===== config.mk =====
export PLATFORM = sky130hd
export DESIGN_NAME = fpu_result_writeback
export DESIGN_NICKNAME = d
export VERILOG_FILES = /design/src/rtl/fpu_pkg.sv /design/src/rtl/fpu_sync_fifo.sv /design/src/rtl/fpu_result_writeback.sv
export SDC_FILE = /design/constraint.sdc
export NUM_CORES = 1
export LEC_CHECK = 0
export ABC_AREA = 1
export CAP_MARGIN = 40
export CORE_ASPECT_RATIO = 0.7
export CORE_MARGIN = 3
export CORE_UTILIZATION = 50
export CTS_BUF_LIST = sky130_fd_sc_hd__clkbuf_4 sky130_fd_sc_hd__clkbuf_8
export DETAILED_ROUTE_END_ITERATION = 10
export PLACE_DENSITY = 0.88
export SYNTH_ARGS = -nofsm -noshare
export SYNTH_HDL_FRONTEND = slang
export SYNTH_SLANG_ARGS = --single-unit

===== constraint.sdc =====
create_clock -name clk -period 2 [get_ports clk]
set_input_delay 0.5 -clock clk [delete_from_list [all_inputs] [get_ports clk]]
set_output_delay 0.5 -clock clk [all_outputs]
set_load 0.02 [all_outputs]

===== src/rtl/fpu_pkg.sv =====
// Shared definitions for the bf16 multiplier and its writeback stage.
// Provides the default format widths, the bit positions of the class flags
// and the exception flags, and helpers that build canonical special values.
package fpu_pkg;

  localparam int unsigned NEXP        = 8;
  localparam int unsigned NSIG        = 7;
  localparam int unsigned NTYPES      = 6;
  localparam int unsigned NEXCEPTIONS = 5;

  // Class flag bit positions
  localparam int unsigned FLAG_QNAN      = 0;
  localparam int unsigned FLAG_SNAN      = 1;
  localparam int unsigned FLAG_INFINITY  = 2;
  localparam int unsigned FLAG_ZERO      = 3;
  localparam int unsigned FLAG_SUBNORMAL = 4;
  localparam int unsigned FLAG_NORMAL    = 5;

  // Exception flag bit positions
  localparam int unsigned EXC_INVALID   = 0;
  localparam int unsigned EXC_DIVBYZERO = 1;
  localparam int unsigned EXC_OVERFLOW  = 2;
  localparam int unsigned EXC_UNDERFLOW = 3;
  localparam int unsigned EXC_INEXACT   = 4;

  // Quiet NaN: all-ones exponent, MSB of significand set, rest zero.
  function automatic logic [NEXP+NSIG:0] canon_qnan(input logic sign);
    return {sign, {NEXP{1'b1}}, 1'b1, {(NSIG-1){1'b0}}};
  endfunction

  // Infinity: all-ones exponent, zero significand.
  function automatic logic [NEXP+NSIG:0] canon_inf(input logic sign);
    return {sign, {NEXP{1'b1}}, {NSIG{1'b0}}};
  endfunction

endpackage


===== src/rtl/fpu_sync_fifo.sv =====
// Synchronous FIFO with valid/ready handshakes and an occupancy count.
// Ports:
//   clk_i, rst_i               clock, asynchronous active-high reset
//   in_valid_i/in_ready_o      write handshake, in_data_i payload
//   out_valid_o/out_ready_i    read handshake, out_data_o head payload
//   count_o                    current occupancy (0..DEPTH)
// in_ready_o/out_valid_o come from registered count only; storage is not reset.
module fpu_sync_fifo #(
  parameter int unsigned WIDTH = 8,
  parameter int unsigned DEPTH = 4
) (
  input  logic                     clk_i,
  input  logic                     rst_i,
  input  logic                     in_valid_i,
  output logic                     in_ready_o,
  input  logic [WIDTH-1:0]         in_data_i,
  output logic                     out_valid_o,
  input  logic                     out_ready_i,
  output logic [WIDTH-1:0]         out_data_o,
  output logic [$clog2(DEPTH):0]   count_o
);

  localparam int unsigned AW = $clog2(DEPTH);
  localparam logic [AW:0] FULL = (AW+1)'(DEPTH);

  logic [WIDTH-1:0] mem_q [DEPTH];
  logic [AW-1:0]    wr_ptr_q, wr_ptr_d;
  logic [AW-1:0]    rd_ptr_q, rd_ptr_d;
  logic [AW:0]      count_q, count_d;
  logic             accept, pop;

  assign in_ready_o  = (count_q != FULL);
  assign out_valid_o = (count_q != '0);
  assign accept      = in_valid_i & in_ready_o;
  assign pop         = out_valid_o & out_ready_i;
  assign out_data_o  = mem_q[rd_ptr_q];
  assign count_o     = count_q;

  always_comb begin
    wr_ptr_d = wr_ptr_q;
    rd_ptr_d = rd_ptr_q;
    count_d  = count_q;
    if (accept) wr_ptr_d = wr_ptr_q + 1'b1;
    if (pop)    rd_ptr_d = rd_ptr_q + 1'b1;
    case ({accept, pop})
      2'b10:   count_d = count_q + 1'b1;
      2'b01:   count_d = count_q - 1'b1;
      default: count_d = count_q;
    endcase
  end

  always_ff @(posedge clk_i or posedge rst_i) begin
    if (rst_i) begin
      wr_ptr_q <= '0;
      rd_ptr_q <= '0;
      count_q  <= '0;
    end else begin
      wr_ptr_q <= wr_ptr_d;
      rd_ptr_q <= rd_ptr_d;
      count_q  <= count_d;
    end
  end

  always_ff @(posedge clk_i) begin
    if (accept) mem_q[wr_ptr_q] <= in_data_i;
  end

endmodule


===== src/rtl/fpu_result_writeback.sv =====
// Writeback stage behind the combinational bf16 multiplier.
// Buffers product/class/exception words in a small FIFO, turning any NaN
// into the canonical quiet NaN (and flagging INVALID) as it is written,
// accumulates sticky exception status and pulses trap for enabled exceptions.
// Ports:
//   clk, rst                          clock, asynchronous active-high reset
//   in_valid/in_ready, in_p/in_flags/in_exc      producer side
//   out_valid/out_ready, out_p/out_flags/out_exc consumer side
//   count                             FIFO occupancy
//   sticky_exc, sticky_clr            accumulated exceptions and their clear
//   exc_en, trap                      trap enable mask and one-cycle trap pulse
module fpu_result_writeback
  import fpu_pkg::*;
#(
  parameter int unsigned NEXP        = fpu_pkg::NEXP,
  parameter int unsigned NSIG        = fpu_pkg::NSIG,
  parameter int unsigned NTYPES      = fpu_pkg::NTYPES,
  parameter int unsigned NEXCEPTIONS = fpu_pkg::NEXCEPTIONS,
  parameter int unsigned DEPTH       = 4
) (
  input  logic                     clk,
  input  logic                     rst,
  input  logic                     in_valid,
  output logic                     in_ready,
  input  logic [NEXP+NSIG:0]       in_p,
  input  logic [NTYPES-1:0]        in_flags,
  input  logic [NEXCEPTIONS-1:0]   in_exc,
  output logic                     out_valid,
  input  logic                     out_ready,
  output logic [NEXP+NSIG:0]       out_p,
  output logic [NTYPES-1:0]        out_flags,
  output logic [NEXCEPTIONS-1:0]   out_exc,
  output logic [$clog2(DEPTH):0]   count,
  output logic [NEXCEPTIONS-1:0]   sticky_exc,
  input  logic                     sticky_clr,
  input  logic [NEXCEPTIONS-1:0]   exc_en,
  output logic                     trap
);

  localparam int unsigned PW = NEXP + NSIG + 1;
  localparam int unsigned W  = PW + NTYPES + NEXCEPTIONS;

  logic                   is_nan;
  logic [PW-1:0]          st_p;
  logic [NTYPES-1:0]      st_flags;
  logic [NEXCEPTIONS-1:0] st_exc;
  logic                   accept;
  logic [W-1:0]           head;

  logic [NEXCEPTIONS-1:0] sticky_q, sticky_d;
  logic                   trap_q, trap_d;

  assign is_nan = in_flags[FLAG_SNAN] | in_flags[FLAG_QNAN];

  always_comb begin
    st_p     = in_p;
    st_flags = in_flags;
    st_exc   = in_exc;
    if (is_nan) begin
      st_p                = {in_p[PW-1], {NEXP{1'b1}}, 1'b1, {(NSIG-1){1'b0}}};
      st_flags[FLAG_QNAN] = 1'b1;
      st_flags[FLAG_SNAN] = 1'b0;
      st_exc[EXC_INVALID] = 1'b1;
    end
  end

  fpu_sync_fifo #(
    .WIDTH (W),
    .DEPTH (DEPTH)
  ) u_fifo (
    .clk_i       (clk),
    .rst_i       (rst),
    .in_valid_i  (in_valid),
    .in_ready_o  (in_ready),
    .in_data_i   ({st_p, st_flags, st_exc}),
    .out_valid_o (out_valid),
    .out_ready_i (out_ready),
    .out_data_o  (head),
    .count_o     (count)
  );

  assign {out_p, out_flags, out_exc} = head;

  assign accept = in_valid & in_ready;

  // A clear coinciding with an accept keeps the new word's exceptions.
  always_comb begin
    sticky_d = sticky_q;
    if (accept && sticky_clr) sticky_d = st_exc;
    else if (accept)          sticky_d = sticky_q | st_exc;
    else if (sticky_clr)      sticky_d = '0;
    trap_d = accept & (|(st_exc & exc_en));
  end

  always_ff @(posedge clk or posedge rst) begin
    if (rst) begin
      sticky_q <= '0;
      trap_q   <= 1'b0;
    end else begin
      sticky_q <= sticky_d;
      trap_q   <= trap_d;
    end
  end

  assign sticky_exc = sticky_q;
  assign trap       = trap_q;

endmodule

==> results.sh, run 1 <==
export IMPL_layout_drive_gt1_share_pct=23.13
export IMPL_arrival_ps=1760
export IMPL_dieArea_sq_um=11510
export IMPL_synth_distinct_cells=25
export IMPL_netlist_instances=430
export IMPL_grt_max_degree=31
export IMPL_wl_mm=12.26
export IMPL_min_delay_path_class="in2async"
export IMPL_end_kind="output port"
export IMPL_synth_warnings=0
export IMPL_crit_slowest_cell="dfrtp_4"
export IMPL_coreArea_sq_um=9834
export IMPL_cts_buffer_depth=2
export IMPL_antenna_found_initial=0
export IMPL_synth_largest_area_cell="edfxtp_1"
export IMPL_layout_setup_ws_ps=-261.9
export IMPL_crit_required_ps=1500
export IMPL_path_clk_slew_ps=70
export IMPL_power_density_nw_per_um2=1600
export IMPL_ant_nets=0
export IMPL_cts_buffers=17
export IMPL_gp_congestion=0.7784
export IMPL_max_stage_delay_ps=520
export IMPL_clock_latency_ps=430
export IMPL_final_common_cell="edfxtp_1"
export IMPL_via_per_inst=5.238
export IMPL_yosys_register_bits=121
export IMPL_area_growth_pct=36.71
export IMPL_rsz0062_at_grt="yes"
export IMPL_synth_top_family_by_area="simple AND/OR/NAND/NOR gates"
export IMPL_cp_cell_sequence="buf_12 -> buf_16 -> o211ai_1 -> nand2_1 -> buf_6"
export IMPL_muxShareOfSynthArea_pct=0
export IMPL_worst_setup_path_type="reg2out"
export IMPL_finalSetupViolCount=27
export IMPL_finalCritPeriodShare_pct=113.1
export IMPL_die_y_microns=90.67
export IMPL_synth_edff_count=108
export IMPL_ys_flop_type="edfxtp_1"
export IMPL_place_area_sq_um=6127
export IMPL_ios=75
export IMPL_synthAdderAreaFrac_pct=1.613
export IMPL_postCtsHoldBufs=0
export IMPL_cts_sinks=121
export IMPL_yosysSeqAreaShare_pct=69.70
export IMPL_synthSimpleGateAreaFrac_pct=9.824
export IMPL_syn_area_per_cell_sq_um=11.91
export IMPL_fin_nets=579
export IMPL_timing_rr_start="u_fifo.count_o[2]$_DFFE_PP0P_"
export IMPL_ys_async_sr_fraction_pct=10.74
export IMPL_period_minus_slack_ps=2262
export IMPL_critical_path_startpoint_type="register"
export IMPL_num_vias=3546
export IMPL_violations="negative setup slack"
export IMPL_synth_xor_area_share_pct=0.3421
export IMPL_ir_drop_mv=1.105
export IMPL_max_slew_margin_pct=65.10
export IMPL_start_util_pct=52.06
export IMPL_rows=30
export IMPL_synth_area_sq_um=5120
export IMPL_grt_total_usage_pct=21.71
export IMPL_wl_per_cell_microns=18.11
export IMPL_cts_root_buf="clkbuf_8"
export IMPL_grt_pass1_wl_mm=18.99
export IMPL_drv_slew=0
export IMPL_die_w_microns=126.9
export IMPL_dr_pass1_iters=4
export IMPL_design_area_sq_um=6999
export IMPL_maxClockFrequency_ghz=0.4421
export IMPL_critPathLaunch="u_fifo.rd_ptr_q[0]$_DFFE_PP0P_"
export IMPL_synth_area_top_cells="edfxtp_1, dfrtp_1, nand2_1"
export IMPL_pre_cts_ws_ps=-164.2
export IMPL_grt_pass1_vias=3736
export IMPL_numPortBuffers=74
export IMPL_drc=0
export IMPL_synth_compound_area_share_pct=9.531
export IMPL_p_leak_nw=2.850
export IMPL_dp_hpwl_mm=6.816
export IMPL_drv_cap=0
export IMPL_cts_max_level=4
export IMPL_worst_clock_skew_ps=4.243
export IMPL_num_antenna_cells=0
export IMPL_gr_total_overflow=0
export IMPL_status="complete, but fails checks"
export IMPL_hold_viol=0
export IMPL_drtIter0Drc=304
export IMPL_cts_tree="built"
export IMPL_crit_fanout=7
export IMPL_layout_common_cells="edfxtp_1, nand2_1, inv_1"
export IMPL_worstMarginPinSlew_ps=523.0
export IMPL_synth_top_area_share_pct=63.34
## area by class of cell
type	instances	area (sq um)
fill	643	2835
multi-input combinational	215	1240
tap	128	160.2
sequential	121	3573
clock inverter	12	178.9
clock buffer	20	256.5
timing repair buffer	104	1301
inverter	77	289.0
## per-stage QoR
stage	instances	TNS [ps]	power (mW)	utilization [%]	hold slack [ps]
after global routing	677	-7544	11.74	71.17	450.2
after global placement	632	-2283	7.416	62.30	474.7
after CTS	675	-5653	10.98	70.19	402.6
after floorplan	433	-4745	5.909	-	377.0
final	677	-5523	11.20	71.17	401.8
after detailed placement	632	-3343	7.592	62.30	478.2
## flip-flops by register name, summed over array words and instances, names as in the netlist
register,count
u_fifo.mem_q,108
sticky_exc,5
u_fifo.count_o,3
u_fifo.rd_ptr_q,2
u_fifo.wr_ptr_q,2
trap,1
## path summary, 6_finish.rpt
path / endpoint / slack [ps] / depth (start not counted)
max: out_flags[1] / -260 / 5
min: u_fifo.rd_ptr_q[0]$_DFFE_PP0P_ / 400 / 2
max reg2reg: u_fifo.count_o[2]$_DFFE_PP0P_ / 150 / 11
min reg2reg: sticky_exc[3]$_DFFE_PP0P_ / 490 / 2
max in group asynchronous: u_fifo.rd_ptr_q[0]$_DFFE_PP0P_ / 1210 / 2
min in group clk: sticky_exc[3]$_DFFE_PP0P_ / 490 / 2
## routing by layer
layer / share of wire (%) / track usage (%) / routed length [microns]
met1: 42 / 28.33 / 5199
met2: 49 / 34.51 / 6029
met3: 7.0 / 6.442 / 854
met4: 1.4 / 8.304 / 174
met5: 0 / 0 / 0
## cell families after synthesis
| family | Yosys count |
|---|---|
| flip-flops | 121 |
| AND/OR/NAND/NOR | 119 |
| buffers and inverters | 97 |
| AO/OA/AOI/OAI | 84 |
| adder cells (fa/ha/maj) | 6 |
| XOR/XNOR | 2 |
| other | 1 |
## power by group
| part | internal (mW) | switching, mW | total (mW) |
|---|---|---|---|
| logic | 2.40 | 2.86 | 5.27 |
| clock network | 1.50 | 0.922 | 2.42 |
| registers | 3.31 | 0.207 | 3.51 |
| total | 7.21 | 3.99 | 11.2 |
## timing repair
item	4_1_cts	5_1_grt
cloned	7	2
buffers inserted	4	1
pin swaps	34	15
gates resized for setup	208	17
setup endpoints to repair	30	29
## synth_stat cells, drive strengths merged, types with 5 or more instances
cell type,number
nor2,12
nand3,10
ha,5
o21ai,29
edfxtp,108
nand2,86
buf,18
inv,77
o211ai,27
dfrtp,13
a21oi,28
or2,9
## critical path: cells and delay by family, from the launching register on
family                 cells  cell delay (ps)
AO/OA/AOI/OAI              1              200
buffers and inverters      3              450
flip-flops                 1              520
AND/OR/NAND/NOR            1              150
Note: power is estimated with default switching activity, not from simulation.
==> run 2, diff against run 1 <==
- RECOVER_POWER: not set -> 100
==> results.sh, run 2 (same netlist as run 1, synthesis figures left out) <==
export IMPL_hold_depth=2
export IMPL_use_met3_pct=6.442
export IMPL_path_clk_slew_ps=70
export IMPL_crit_fanout=13
export IMPL_critical_path_buf_inv_count=3
export IMPL_worstMarginPinSlew_ps=525.9
export IMPL_min_delay_path_class="reg2reg"
export IMPL_postCtsHoldBufs=0
export IMPL_final_common_cell="edfxtp_1"
export IMPL_gr_usage_met2_pct=34.51
export IMPL_cts_buffers=17
export IMPL_worst_setup_path_type="reg2out"
export IMPL_cts_root_buf="clkbuf_8"
export IMPL_num_antenna_cells=0
export IMPL_critical_path_startpoint_type="register"
export IMPL_clock_latency_ps=430
export IMPL_drv_cap=0
export IMPL_via_per_inst=5.270
export IMPL_pwr_share_clk_pct=21.7
export IMPL_maxClockFrequency_ghz=0.4446
export IMPL_die_y_microns=90.67
export IMPL_max_flop_register="u_fifo.mem_q"
export IMPL_largest_register_ffs=108
export IMPL_rsz0062_at_grt="yes"
export IMPL_period_minus_slack_ps=2249
export IMPL_antenna_found_initial=0
export IMPL_power_frac_seq_pct=31.4
export IMPL_worst_clock_skew_ps=5.085
export IMPL_grt_total_usage_pct=21.71
export IMPL_pwr_share_comb_pct=46.9
export IMPL_wl_per_cell_microns=18.14
export IMPL_crit_required_ps=1500
export IMPL_cts_sinks=121
export IMPL_ir_drop_mv=1.088
export IMPL_cts_tree="built"
export IMPL_num_vias=3568
export IMPL_arrival_ps=1750
export IMPL_netSwitchingFraction_pct=35.57
export IMPL_finalSetupViolCount=29
export IMPL_fillers=645
export IMPL_power_density_nw_per_um2=1600
export IMPL_ant_nets=0
export IMPL_cp_cell_sequence="buf_4 -> buf_12 -> o211ai_1 -> nand2_1 -> buf_6"
export IMPL_cts_buffer_depth=2
export IMPL_wl_mm=12.28
export IMPL_crit_cells=5
export IMPL_p_int_mw=7.200
export IMPL_fin_nets=579
export IMPL_layout_setup_ws_ps=-249.0
export IMPL_drv_slew=0
export IMPL_cpLargestDelayFamily="flip-flops"
export IMPL_gr_total_overflow=0
export IMPL_p_switching_mw=3.975
export IMPL_gp_congestion=0.7784
export IMPL_grt_pass1_wl_mm=18.99
export IMPL_holdWs_ps=492.4
export IMPL_layout_drive_gt1_share_pct=22.95
export IMPL_drtIter0Drc=301
export IMPL_finalCritPeriodShare_pct=112.4
export IMPL_coreArea_sq_um=9834
export IMPL_layout_common_cells="edfxtp_1, nand2_1, inv_1"
export IMPL_dieArea_sq_um=11510
export IMPL_top_usage_layer="met2"
export IMPL_rows=30
export IMPL_grt_pass1_vias=3736
export IMPL_status="complete, but fails checks"
export IMPL_start_util_pct=52.06
export IMPL_hold_viol=0
export IMPL_pre_cts_ws_ps=-164.2
export IMPL_violations="negative setup slack"
export IMPL_max_stage_delay_ps=520
export IMPL_numPortBuffers=74
export IMPL_dr_pass1_iters=5
export IMPL_end_kind="output port"
export IMPL_ios=75
export IMPL_p_leak_nw=2.851
export IMPL_area_growth_pct=36.46
export IMPL_crit_slowest_cell="dfrtp_4"
export IMPL_reg2reg_slack_ps=-40
export IMPL_die_w_microns=126.9
export IMPL_dp_hpwl_mm=6.816
export IMPL_cts_max_level=4
export IMPL_drc=0
export IMPL_max_slew_margin_pct=64.90
export IMPL_grt_max_degree=31
export IMPL_grt_util_met1_pct=28.33
export IMPL_reg2regPathDepth=10
[run 2: cell types whose count changed in the layout (fill, tap and decap cells not counted), sizes merged]
cell | previous run | this run
dlygate4sd3 | 0 | 10
clkdlybuf4s50 | 43 | 33
[run 2: worst register-to-register path: cells and delay by family (launching register included)]
family | cells | cell delay, ps
simple gates | 6 | 790
buf+inv | 2 | 180
fa+ha+maj | 2 | 550
flops | 1 | 400
[run 2: routing by layer]
layer / vias up / routed length [microns]
li1: 1663 / -
met1: 1741 / 5088
met2: 147 / 6095
met3: 17 / 965
met4: 0 / 135
met5: - / 0
[run 2: final timing paths]
check / from / to
setup / recovery: u_fifo.rd_ptr_q[0]$_DFFE_PP0P_ / out_flags[4]
hold / removal: sticky_exc[4]$_DFFE_PP0P_ / sticky_exc[4]$_DFFE_PP0P_
setup reg to reg: u_fifo.count_o[1]$_DFFE_PP0P_ / u_fifo.count_o[2]$_DFFE_PP0P_
hold reg to reg: sticky_exc[4]$_DFFE_PP0P_ / sticky_exc[4]$_DFFE_PP0P_
max in group asynchronous: rst / u_fifo.rd_ptr_q[0]$_DFFE_PP0P_
min in group asynchronous: rst / u_fifo.rd_ptr_q[0]$_DFFE_PP0P_
[run 2: area by class of cell]
class,instances,area (sq um),area share [%]
sequential,121,3573,51.15
timing repair buffer,104,1301,18.62
inverter,77,289.0,4.137
multi-input combinational,215,1227,17.57
tap,128,160.2,2.292
clock inverter,12,178.9,2.561
clock buffer,20,256.5,3.671
[run 2: power groups by stage]
stage               registers [mW]  logic, mW  clock network [mW]
floorplan                     3.55       2.36                   0
global placement              3.51       3.90                   0
detailed placement            3.55       4.05                   0
CTS                           3.50       5.04                2.44
global route                  3.54       5.60                2.57
finish                        3.51       5.24                2.42
[run 2: per-stage QoR]
stage / total power, mW / setup TNS (ps) / util, % / instances / cell area, sq um
6_report: 11.18 / -5659 / 71.04 / 677 / 6987
5_1_grt: 11.72 / -7997 / 71.04 / 677 / 6987
4_1_cts: 10.98 / -5653 / 70.19 / 675 / 6903
3_5_place_dp: 7.592 / -3343 / 62.30 / 632 / 6127
3_3_place_gp: 7.416 / -2283 / 62.30 / 632 / 6127
2_1_floorplan: 5.909 / -4745 / - / 433 / 5141
[run 2: what timing repair did]
action | in CTS | in global routing
gates resized for setup | 208 | 17
gates cloned | 7 | 2
setup buffers | 4 | 1
pin swaps | 34 | 15
setup endpoints to repair | 30 | 29
==> run 3, diff against run 2 <==
- CAP_MARGIN: 40 -> not set
==> results of run 3 <==
Same layout as run 2: the final DEF is identical, and so are final timing and power.
